`src/rtl/qc_ldpc_pkg.sv`:
```
// Shared definitions for the QC-LDPC encoder and decoder control paths:
// code constants, counter widths and the sweep sequencer state encoding.
package qc_ldpc_pkg;

  localparam int CIRC_B        = 87;  // circulant size b
  localparam int N_COL_BLOCKS  = 40;  // column blocks per codeword
  localparam int N_INFO_BLOCKS = 24;  // information blocks per codeword
  localparam int DEF_MAX_ITER  = 8;   // default flip iteration limit

  localparam int BIT_W  = 7;          // holds 0..b-1
  localparam int BLK_W  = 6;          // holds 0..N_COL_BLOCKS-1
  localparam int ITER_W = 4;          // holds 0..15

  typedef enum logic [3:0] {
    IDLE  = 4'd0,
    CLR   = 4'd1,
    SLOAD = 4'd2,
    SACC  = 4'd3,
    CHECK = 4'd4,
    FLOAD = 4'd5,
    FLIP  = 4'd6,
    WB    = 4'd7,
    DONE  = 4'd8
  } state_t;

endpackage

```
`src/rtl/qc_ldpc_decoder_control_path_if.sv`:
```
// Handshake and datapath-strobe bundle between the decoder control path
// (slave side) and whoever starts it and hosts the datapath (master side).
interface qc_ldpc_decoder_control_path_if;
  import qc_ldpc_pkg::*;

  logic              start;
  logic              syndrome_zero;
  logic              clear_syndrome;
  logic              load_cw_block;
  logic              acc_en;
  logic              flip_en;
  logic              writeback;
  logic [BLK_W-1:0]  block_idx;
  logic [BIT_W-1:0]  bit_idx;
  logic [ITER_W-1:0] iter_count;
  logic              busy;
  logic              done;
  logic              decode_ok;

  modport master (
    output start, syndrome_zero,
    input  clear_syndrome, load_cw_block, acc_en, flip_en, writeback,
           block_idx, bit_idx, iter_count, busy, done, decode_ok
  );

  modport slave (
    input  start, syndrome_zero,
    output clear_syndrome, load_cw_block, acc_en, flip_en, writeback,
           block_idx, bit_idx, iter_count, busy, done, decode_ok
  );

endinterface

```
`src/rtl/qc_ldpc_block_counter.sv`:
```
// Nested bit-within-circulant / column-block counter. Both counters hold at
// their terminal values; blk_step advances the block and rewinds the bit.
module qc_ldpc_block_counter
  import qc_ldpc_pkg::*;
#(
  parameter int BIT_MAX = CIRC_B - 1,
  parameter int BLK_MAX = N_COL_BLOCKS - 1
) (
  input  logic             clk,
  input  logic             reset_n,
  input  logic             clear,
  input  logic             bit_en,
  input  logic             blk_step,
  output logic [BIT_W-1:0] bit_idx,
  output logic [BLK_W-1:0] block_idx,
  output logic             bit_last,
  output logic             blk_last
);

  localparam logic [BIT_W-1:0] BIT_TERM = BIT_W'(BIT_MAX);
  localparam logic [BLK_W-1:0] BLK_TERM = BLK_W'(BLK_MAX);

  assign bit_last = (bit_idx == BIT_TERM);
  assign blk_last = (block_idx == BLK_TERM);

  // Counter registers: clear has priority, then block step, then bit step.
  // NOTE: flops use non-blocking assignments so every register samples
  // pre-edge values; blocking here would create order-dependent races.
  always_ff @(posedge clk or negedge reset_n) begin
    if (!reset_n) begin
      bit_idx   <= '0;
      block_idx <= '0;
    end else if (clear) begin
      bit_idx   <= '0;
      block_idx <= '0;
    end else if (blk_step) begin
      bit_idx <= '0;
      if (!blk_last) block_idx <= block_idx + 1'b1;
    end else if (bit_en && !bit_last) begin
      bit_idx <= bit_idx + 1'b1;
    end
  end

endmodule

```
`src/rtl/qc_ldpc_decoder_control_path.sv`:
```
// Bit-flipping decoder sequencer: alternates a syndrome sweep with a flip
// sweep over all column blocks until the syndrome is zero or the iteration
// limit is reached. Datapath strobes are pure decodes of the state.
module qc_ldpc_decoder_control_path
  import qc_ldpc_pkg::*;
#(
  parameter int CIRC_SIZE      = CIRC_B,
  parameter int NUM_COL_BLOCKS = N_COL_BLOCKS,
  parameter int MAX_ITER       = DEF_MAX_ITER
) (
  input logic                            clk,
  input logic                            reset_n,
  qc_ldpc_decoder_control_path_if.slave  bus
);

  localparam logic [ITER_W-1:0] ITER_TERM = ITER_W'(MAX_ITER);

  state_t            state, state_next;
  logic              cnt_clear, cnt_bit_en, cnt_blk_step;
  logic              bit_last, blk_last;
  logic              new_decode;
  logic [ITER_W-1:0] iter_count;
  logic              decode_ok;
  logic              start_ok;

  assign start_ok = ((state == IDLE) || (state == DONE)) && bus.start;

  qc_ldpc_block_counter #(
    .BIT_MAX (CIRC_SIZE - 1),
    .BLK_MAX (NUM_COL_BLOCKS - 1)
  ) u_counter (
    .clk       (clk),
    .reset_n   (reset_n),
    .clear     (cnt_clear),
    .bit_en    (cnt_bit_en),
    .blk_step  (cnt_blk_step),
    .bit_idx   (bus.bit_idx),
    .block_idx (bus.block_idx),
    .bit_last  (bit_last),
    .blk_last  (blk_last)
  );

  // State register.
  always_ff @(posedge clk or negedge reset_n) begin
    if (!reset_n) state <= IDLE;
    else          state <= state_next;
  end

  // Next-state, Moore strobes and counter controls.
  // NOTE: every output gets a default before the case, so no path through
  // this block leaves a signal unassigned and no latch is inferred.
  always_comb begin
    state_next         = state;
    bus.clear_syndrome = 1'b0;
    bus.load_cw_block  = 1'b0;
    bus.acc_en         = 1'b0;
    bus.flip_en        = 1'b0;
    bus.writeback      = 1'b0;
    bus.busy           = 1'b0;
    bus.done           = 1'b0;
    cnt_clear          = 1'b0;
    cnt_bit_en         = 1'b0;
    cnt_blk_step       = 1'b0;
    case (state)
      IDLE: if (bus.start) state_next = CLR;
      CLR: begin
        bus.clear_syndrome = 1'b1;
        bus.busy           = 1'b1;
        cnt_clear          = 1'b1;
        state_next         = SLOAD;
      end
      SLOAD: begin
        bus.load_cw_block = 1'b1;
        bus.busy          = 1'b1;
        state_next        = SACC;
      end
      SACC: begin
        bus.acc_en = 1'b1;
        bus.busy   = 1'b1;
        if (!bit_last) begin
          cnt_bit_en = 1'b1;
        end else if (blk_last) begin
          state_next = CHECK;
        end else begin
          cnt_blk_step = 1'b1;
          state_next   = SLOAD;
        end
      end
      CHECK: begin
        bus.busy = 1'b1;
        if (bus.syndrome_zero || (iter_count == ITER_TERM)) begin
          state_next = DONE;
        end else begin
          cnt_clear  = 1'b1;
          state_next = FLOAD;
        end
      end
      FLOAD: begin
        bus.load_cw_block = 1'b1;
        bus.busy          = 1'b1;
        state_next        = FLIP;
      end
      FLIP: begin
        bus.flip_en = 1'b1;
        bus.busy    = 1'b1;
        if (bit_last) state_next = WB;
        else          cnt_bit_en = 1'b1;
      end
      WB: begin
        bus.writeback = 1'b1;
        bus.busy      = 1'b1;
        if (blk_last) begin
          state_next = CLR;
        end else begin
          cnt_blk_step = 1'b1;
          state_next   = FLOAD;
        end
      end
      DONE: begin
        bus.done = 1'b1;
        if (bus.start) state_next = CLR;
      end
      default: state_next = IDLE;
    endcase
  end

  // Iteration count, convergence flag and first-CLR-of-decode marker.
  always_ff @(posedge clk or negedge reset_n) begin
    if (!reset_n) begin
      iter_count <= '0;
      decode_ok  <= 1'b0;
      new_decode <= 1'b0;
    end else begin
      if (start_ok) new_decode <= 1'b1;
      case (state)
        CLR: if (new_decode) begin
          iter_count <= '0;
          decode_ok  <= 1'b0;
          new_decode <= 1'b0;
        end
        CHECK: decode_ok <= bus.syndrome_zero;
        WB: if (blk_last && (iter_count != ITER_TERM)) iter_count <= iter_count + 1'b1;
        default: ;
      endcase
    end
  end

  assign bus.iter_count = iter_count;
  assign bus.decode_ok  = decode_ok;

endmodule

```
`src/flat_wrapper.sv`:
```
// flat-port wrapper written by rule: the top's interface ports become plain ports
module qc_ldpc_decoder_control_path_flat import qc_ldpc_pkg::*;
#(
  parameter int CIRC_SIZE      = CIRC_B,
  parameter int NUM_COL_BLOCKS = N_COL_BLOCKS,
  parameter int MAX_ITER       = DEF_MAX_ITER
)
  (clk, reset_n, bus_start, bus_syndrome_zero, bus_clear_syndrome, bus_load_cw_block, bus_acc_en, bus_flip_en, bus_writeback, bus_block_idx, bus_bit_idx, bus_iter_count, bus_busy, bus_done, bus_decode_ok);
  qc_ldpc_decoder_control_path_if bus_i ();
  input logic clk;
  input logic reset_n;
  input wire logic [$bits(bus_i.start)-1:0] bus_start;
  input wire logic [$bits(bus_i.syndrome_zero)-1:0] bus_syndrome_zero;
  output wire logic [$bits(bus_i.clear_syndrome)-1:0] bus_clear_syndrome;
  output wire logic [$bits(bus_i.load_cw_block)-1:0] bus_load_cw_block;
  output wire logic [$bits(bus_i.acc_en)-1:0] bus_acc_en;
  output wire logic [$bits(bus_i.flip_en)-1:0] bus_flip_en;
  output wire logic [$bits(bus_i.writeback)-1:0] bus_writeback;
  output wire logic [$bits(bus_i.block_idx)-1:0] bus_block_idx;
  output wire logic [$bits(bus_i.bit_idx)-1:0] bus_bit_idx;
  output wire logic [$bits(bus_i.iter_count)-1:0] bus_iter_count;
  output wire logic [$bits(bus_i.busy)-1:0] bus_busy;
  output wire logic [$bits(bus_i.done)-1:0] bus_done;
  output wire logic [$bits(bus_i.decode_ok)-1:0] bus_decode_ok;
  assign bus_i.start = bus_start;
  assign bus_i.syndrome_zero = bus_syndrome_zero;
  assign bus_clear_syndrome = bus_i.clear_syndrome;
  assign bus_load_cw_block = bus_i.load_cw_block;
  assign bus_acc_en = bus_i.acc_en;
  assign bus_flip_en = bus_i.flip_en;
  assign bus_writeback = bus_i.writeback;
  assign bus_block_idx = bus_i.block_idx;
  assign bus_bit_idx = bus_i.bit_idx;
  assign bus_iter_count = bus_i.iter_count;
  assign bus_busy = bus_i.busy;
  assign bus_done = bus_i.done;
  assign bus_decode_ok = bus_i.decode_ok;
  qc_ldpc_decoder_control_path #(.CIRC_SIZE(CIRC_SIZE), .NUM_COL_BLOCKS(NUM_COL_BLOCKS), .MAX_ITER(MAX_ITER)) u_core (.clk(clk), .reset_n(reset_n), .bus(bus_i));
endmodule
```
`config.mk`:
```
export PLATFORM = sky130hd
export DESIGN_NAME = qc_ldpc_decoder_control_path_flat
export DESIGN_NICKNAME = d
export VERILOG_FILES = /design/src/rtl/qc_ldpc_pkg.sv /design/src/rtl/qc_ldpc_decoder_control_path_if.sv /design/src/rtl/qc_ldpc_block_counter.sv /design/src/rtl/qc_ldpc_decoder_control_path.sv /design/src/flat_wrapper.sv
export SDC_FILE = /design/constraint.sdc
export NUM_CORES = 1
export LEC_CHECK = 0
export CAP_MARGIN = 20
export CORE_ASPECT_RATIO = 0.5
export CORE_MARGIN = 10
export CORE_UTILIZATION = 55
export DETAILED_ROUTE_END_ITERATION = 7
export PLACE_DENSITY = 0.84
export SLEW_MARGIN = 20
export SYNTH_ARGS = -nofsm -noshare
export SYNTH_HDL_FRONTEND = slang
export SYNTH_SLANG_ARGS = --single-unit
```
`constraint.sdc`:
```
create_clock -name clk -period 3.12 [get_ports clk]
set_input_delay 0.624 -clock clk [delete_from_list [all_inputs] [get_ports clk]]
set_output_delay 0.624 -clock clk [all_outputs]
set_load 0.01 [all_outputs]
```
==> parameters.txt <==
Parameter                              Value

Die
  Core region area    2590 sq um
  Die Span X    93.6 um
  Die height    approximately 57 um
  FP Rows    13
  Floorplan die area    5310 sq um
  I/O pins    29
  Effective utilization at floorplan    57.6%

Final layout
  Share of final-layout standard cells stronger than drive strength 1    6.81%
  Layout Nets    201
  Antenna cell count    0
  Area added between synthesis and finish    22.8%
  Layout filler cell count    203

Detailed routing
  Vias per cell    5.98
  Residual DRC count    0
  Post-Route M1 WL    1580 um
  Top Layer Used    met4
  Detailed router's first-iteration violation count    between 100 and 150
  Routed wire length    roughly 3500 um
  Total length of routed met3 wires    about 220 um
  Routed length per instance    15.5 um
  Vias    between 1000 and 1500
  Post-route ant nets    0
  Total iterations of the first detailed-routing run    4
  Routed wire length on met2    1700 um

Logic synthesis
  Share of Yosys cell area claimed by the top area cell type    ~39%
  Yosys warnings    0
  Sequential share of the synthesized area    38.7%
  Cell variety after synth    50
  Share of synthesized flip-flops with an asynchronous set or reset    100%
  Cell area after synthesis    1490 sq um
  Cell taking the most area after synthesis    dfrtp_1
  Average instance area after synthesis    8.97 sq um
  Count of state elements after synthesis    23
  Most used standard cell by instance count after synthesis    dfrtp_1
  Most used flip-flop cell after synthesis    dfrtp_1
  Post-synth net total    around 180
  Post-synthesis instance total    approximately 170
  Number of enable-type register cells in the synthesized netlist    0
  Synth top cells by count    23 x dfrtp_1, 17 x nand2_1, 13 x a21oi_1, 11 x o21ai_0, 10 x nor2_1
  Main area contributors after synthesis    dfrtp_1 39%, a21oi_1 4.4%, nand2_1 4.3%

Setup path
  Crit path kind    flop to primary output
  Stage delay of the slowest cell on the critical path    about 0.65 ns
  Req. time, crit path    around 2.5 ns
  Kind of start point of the critical path    flop
  Chain of cells forming the critical path    inv_1, nor4b_1, clkdlybuf4s50_1
  Number of cell instances on the worst register-to-register path    4
  Endpoint arrival time on the critical path    just over 2 ns
  Crit Path Max Fanout    16
  Crit path max-delay cell type    dfrtp_1
  Endpoint kind of the worst setup timing path    primary output

STA
  Final Setup Violations    0
  Post-layout minimum cycle time    2.68 ns
  Achievable Freq    around 370 MHz
  Number of hold violations in the final report    0
  RSZ-0062 raised after global routing    no
  Setup TNS    0 ns
  Total count of max-transition violations in the final report    0
  Ratio of final minimum period to clock period    a little under nine tenths
  Worst clock skew on the final layout    between 0.005 and 0.006 ns
  Max_slew headroom    44.9%
  Pin slew with the least headroom to its limit    0.818 ns

Clocking
  Clock input transition at the sequential cells of the worst setup and hold paths    0.08 ns
  Hold buffer count at CTS    0
  TritonCTS buffer count    3
  Maximum level of the CTS H-tree    1
  Clock latency on the worst-skew pair    about 0.27 ns
  Resized Gates After CTS    0
  Count of buffers added by post-CTS timing repair for setup    0
  Number of clock sinks    23
  Clock tree from TritonCTS    yes
  CTS root buf    clkbuf_8
  Maximum clock path buffer count    2

Power
  Leakage    0.701 nW
  Clock share of power    around 17%
  Fraction of power consumed by sequential logic    43.4%
  Cell Int Power    between 0.7 and 0.8 mW
  Sw Pwr    roughly 0.4 mW
  Net switching share of the total power    between 30 and 40%
  Maximum vdd ir drop    322 uV
  Gate power share    39.7%
  Pwr Density    roughly 600 nW/um^2
  Total design power    between 1 and 1.5 mW

Worst hold path
  Hold Path Cell Cnt    2
  Classification of the worst-slack hold path    flop to flop

Placement
  Number of buffers inserted by port buffering    28
  Post-detail-place hpwl    2630 um
  Routability congestion estimate    between 0.8 and 0.9

Run status
  Run status    finished clean

Global routing
  Global-route wire length before repair    approximately 6000 um
  Total global routing track utilization    13.7%
  Largest net degree at the start of global routing    24
  Number of global-route vias before repair    roughly 1200
  Number of antenna violations at the first check in global routing    0
  Congestion Overflow GR    0

Job
  # Max-Cap Violations    0
==> kinds of logic after synthesis <==
family                     Yosys count  synth area share (%)
muxes                                3                  2.02
AOI/OAI and AO/OA                   47                  20.5
and+or+nand+nor                     67                  27.4
xor gates and xnor gates             3                  1.77
DFF                                 23                  38.7
buffers and inverters               18                  5.46
adders and majority gates            5                  4.20
==> worst max-delay path: cells and delay by family (launching register included) <==
kind	cells	cell delay [ns]
buffers and inverters	2	0.78
AND/OR/NAND/NOR	1	0.36
flip-flops	1	0.65
==> metrics by stage <==
step,area [sq um],hold slack (ns),setup slack (ns),util [%],std cells
floorplan,1490,0.328,1.16,-,166
global placement,1780,0.500,0.830,68.9,224
detailed placement,1780,0.524,0.756,68.9,224
CTS,1830,0.548,0.437,70.7,228
global route,1830,0.572,0.244,70.7,228
finish,1830,0.535,0.437,70.7,228
==> layout by cell type (no fill, tap or decap), drive strengths merged, types with 4 or more instances in the layout <==
master	instances
nand2	17
o21ai	12
nand3	6
nor2	10
inv	9
a21oi	13
o31ai	7
or4	5
clkdlybuf4s50	28
dfrtp	23
clkbuf	4
ha	5
==> cell type report <==
type                    count  area, sq um  share of cell area (%)
clock buffers               4         45.0                    2.46
inverters                   9         33.8                    1.85
flip-flops and latches     23          576                    31.5
well taps                  37         46.3                    2.53
multi-input cells         125          832                    45.5
repair buffers             30          295                    16.2
==> metal layers <==
layer | vias to the layer above | track usage (%)
met1 | 663 | 17.4
li1 | 667 | -
met5 | - | 0
met2 | 29 | 21.6
met3 | 5 | 4.37
met4 | 0 | 3.87
==> worst paths after layout <==
kind                                             startpoint                                       to  slack (ns)
setup reg to reg                u_core.state[0]$_DFFE_PN0P_     u_core.bus.iter_count[2]$_DFFE_PN0P_        0.97
hold reg to reg            u_core.bus.decode_ok$_DFFE_PN0P_         u_core.bus.decode_ok$_DFFE_PN0P_        0.54
min in group asynchronous                           reset_n  u_core.u_counter.bit_idx[2]$_DFFE_PN0P_        0.70
max in group asynchronous                           reset_n     u_core.bus.iter_count[0]$_DFFE_PN0P_        2.17
setup / recovery                u_core.state[2]$_DFFE_PN0P_                              bus_flip_en        0.44
hold / removal             u_core.bus.decode_ok$_DFFE_PN0P_         u_core.bus.decode_ok$_DFFE_PN0P_        0.54
==> power groups by stage <==
| stage | sequential [mW] | combinational [mW] | clock [mW] |
|---|---|---|---|
| after floorplan | 0.494 | 0.220 | 0 |
| after global placement | 0.485 | 0.436 | 0 |
| after detailed placement | 0.491 | 0.448 | 0 |
| after CTS | 0.484 | 0.451 | 0.194 |
| after global routing | 0.501 | 0.492 | 0.208 |
| final | 0.485 | 0.443 | 0.189 |
==> flip-flops by register name, summed over array words and instances (netlist names) <==
| signal | count |
|---|---|
| u_core.bus.decode_ok | 1 |
| u_core.bus.iter_count | 4 |
| u_core.state | 4 |
| u_core.u_counter.bit_idx | 7 |
| u_core.new_decode | 1 |
| u_core.u_counter.block_idx | 6 |
Note: power is estimated with default switching activity, not from simulation.
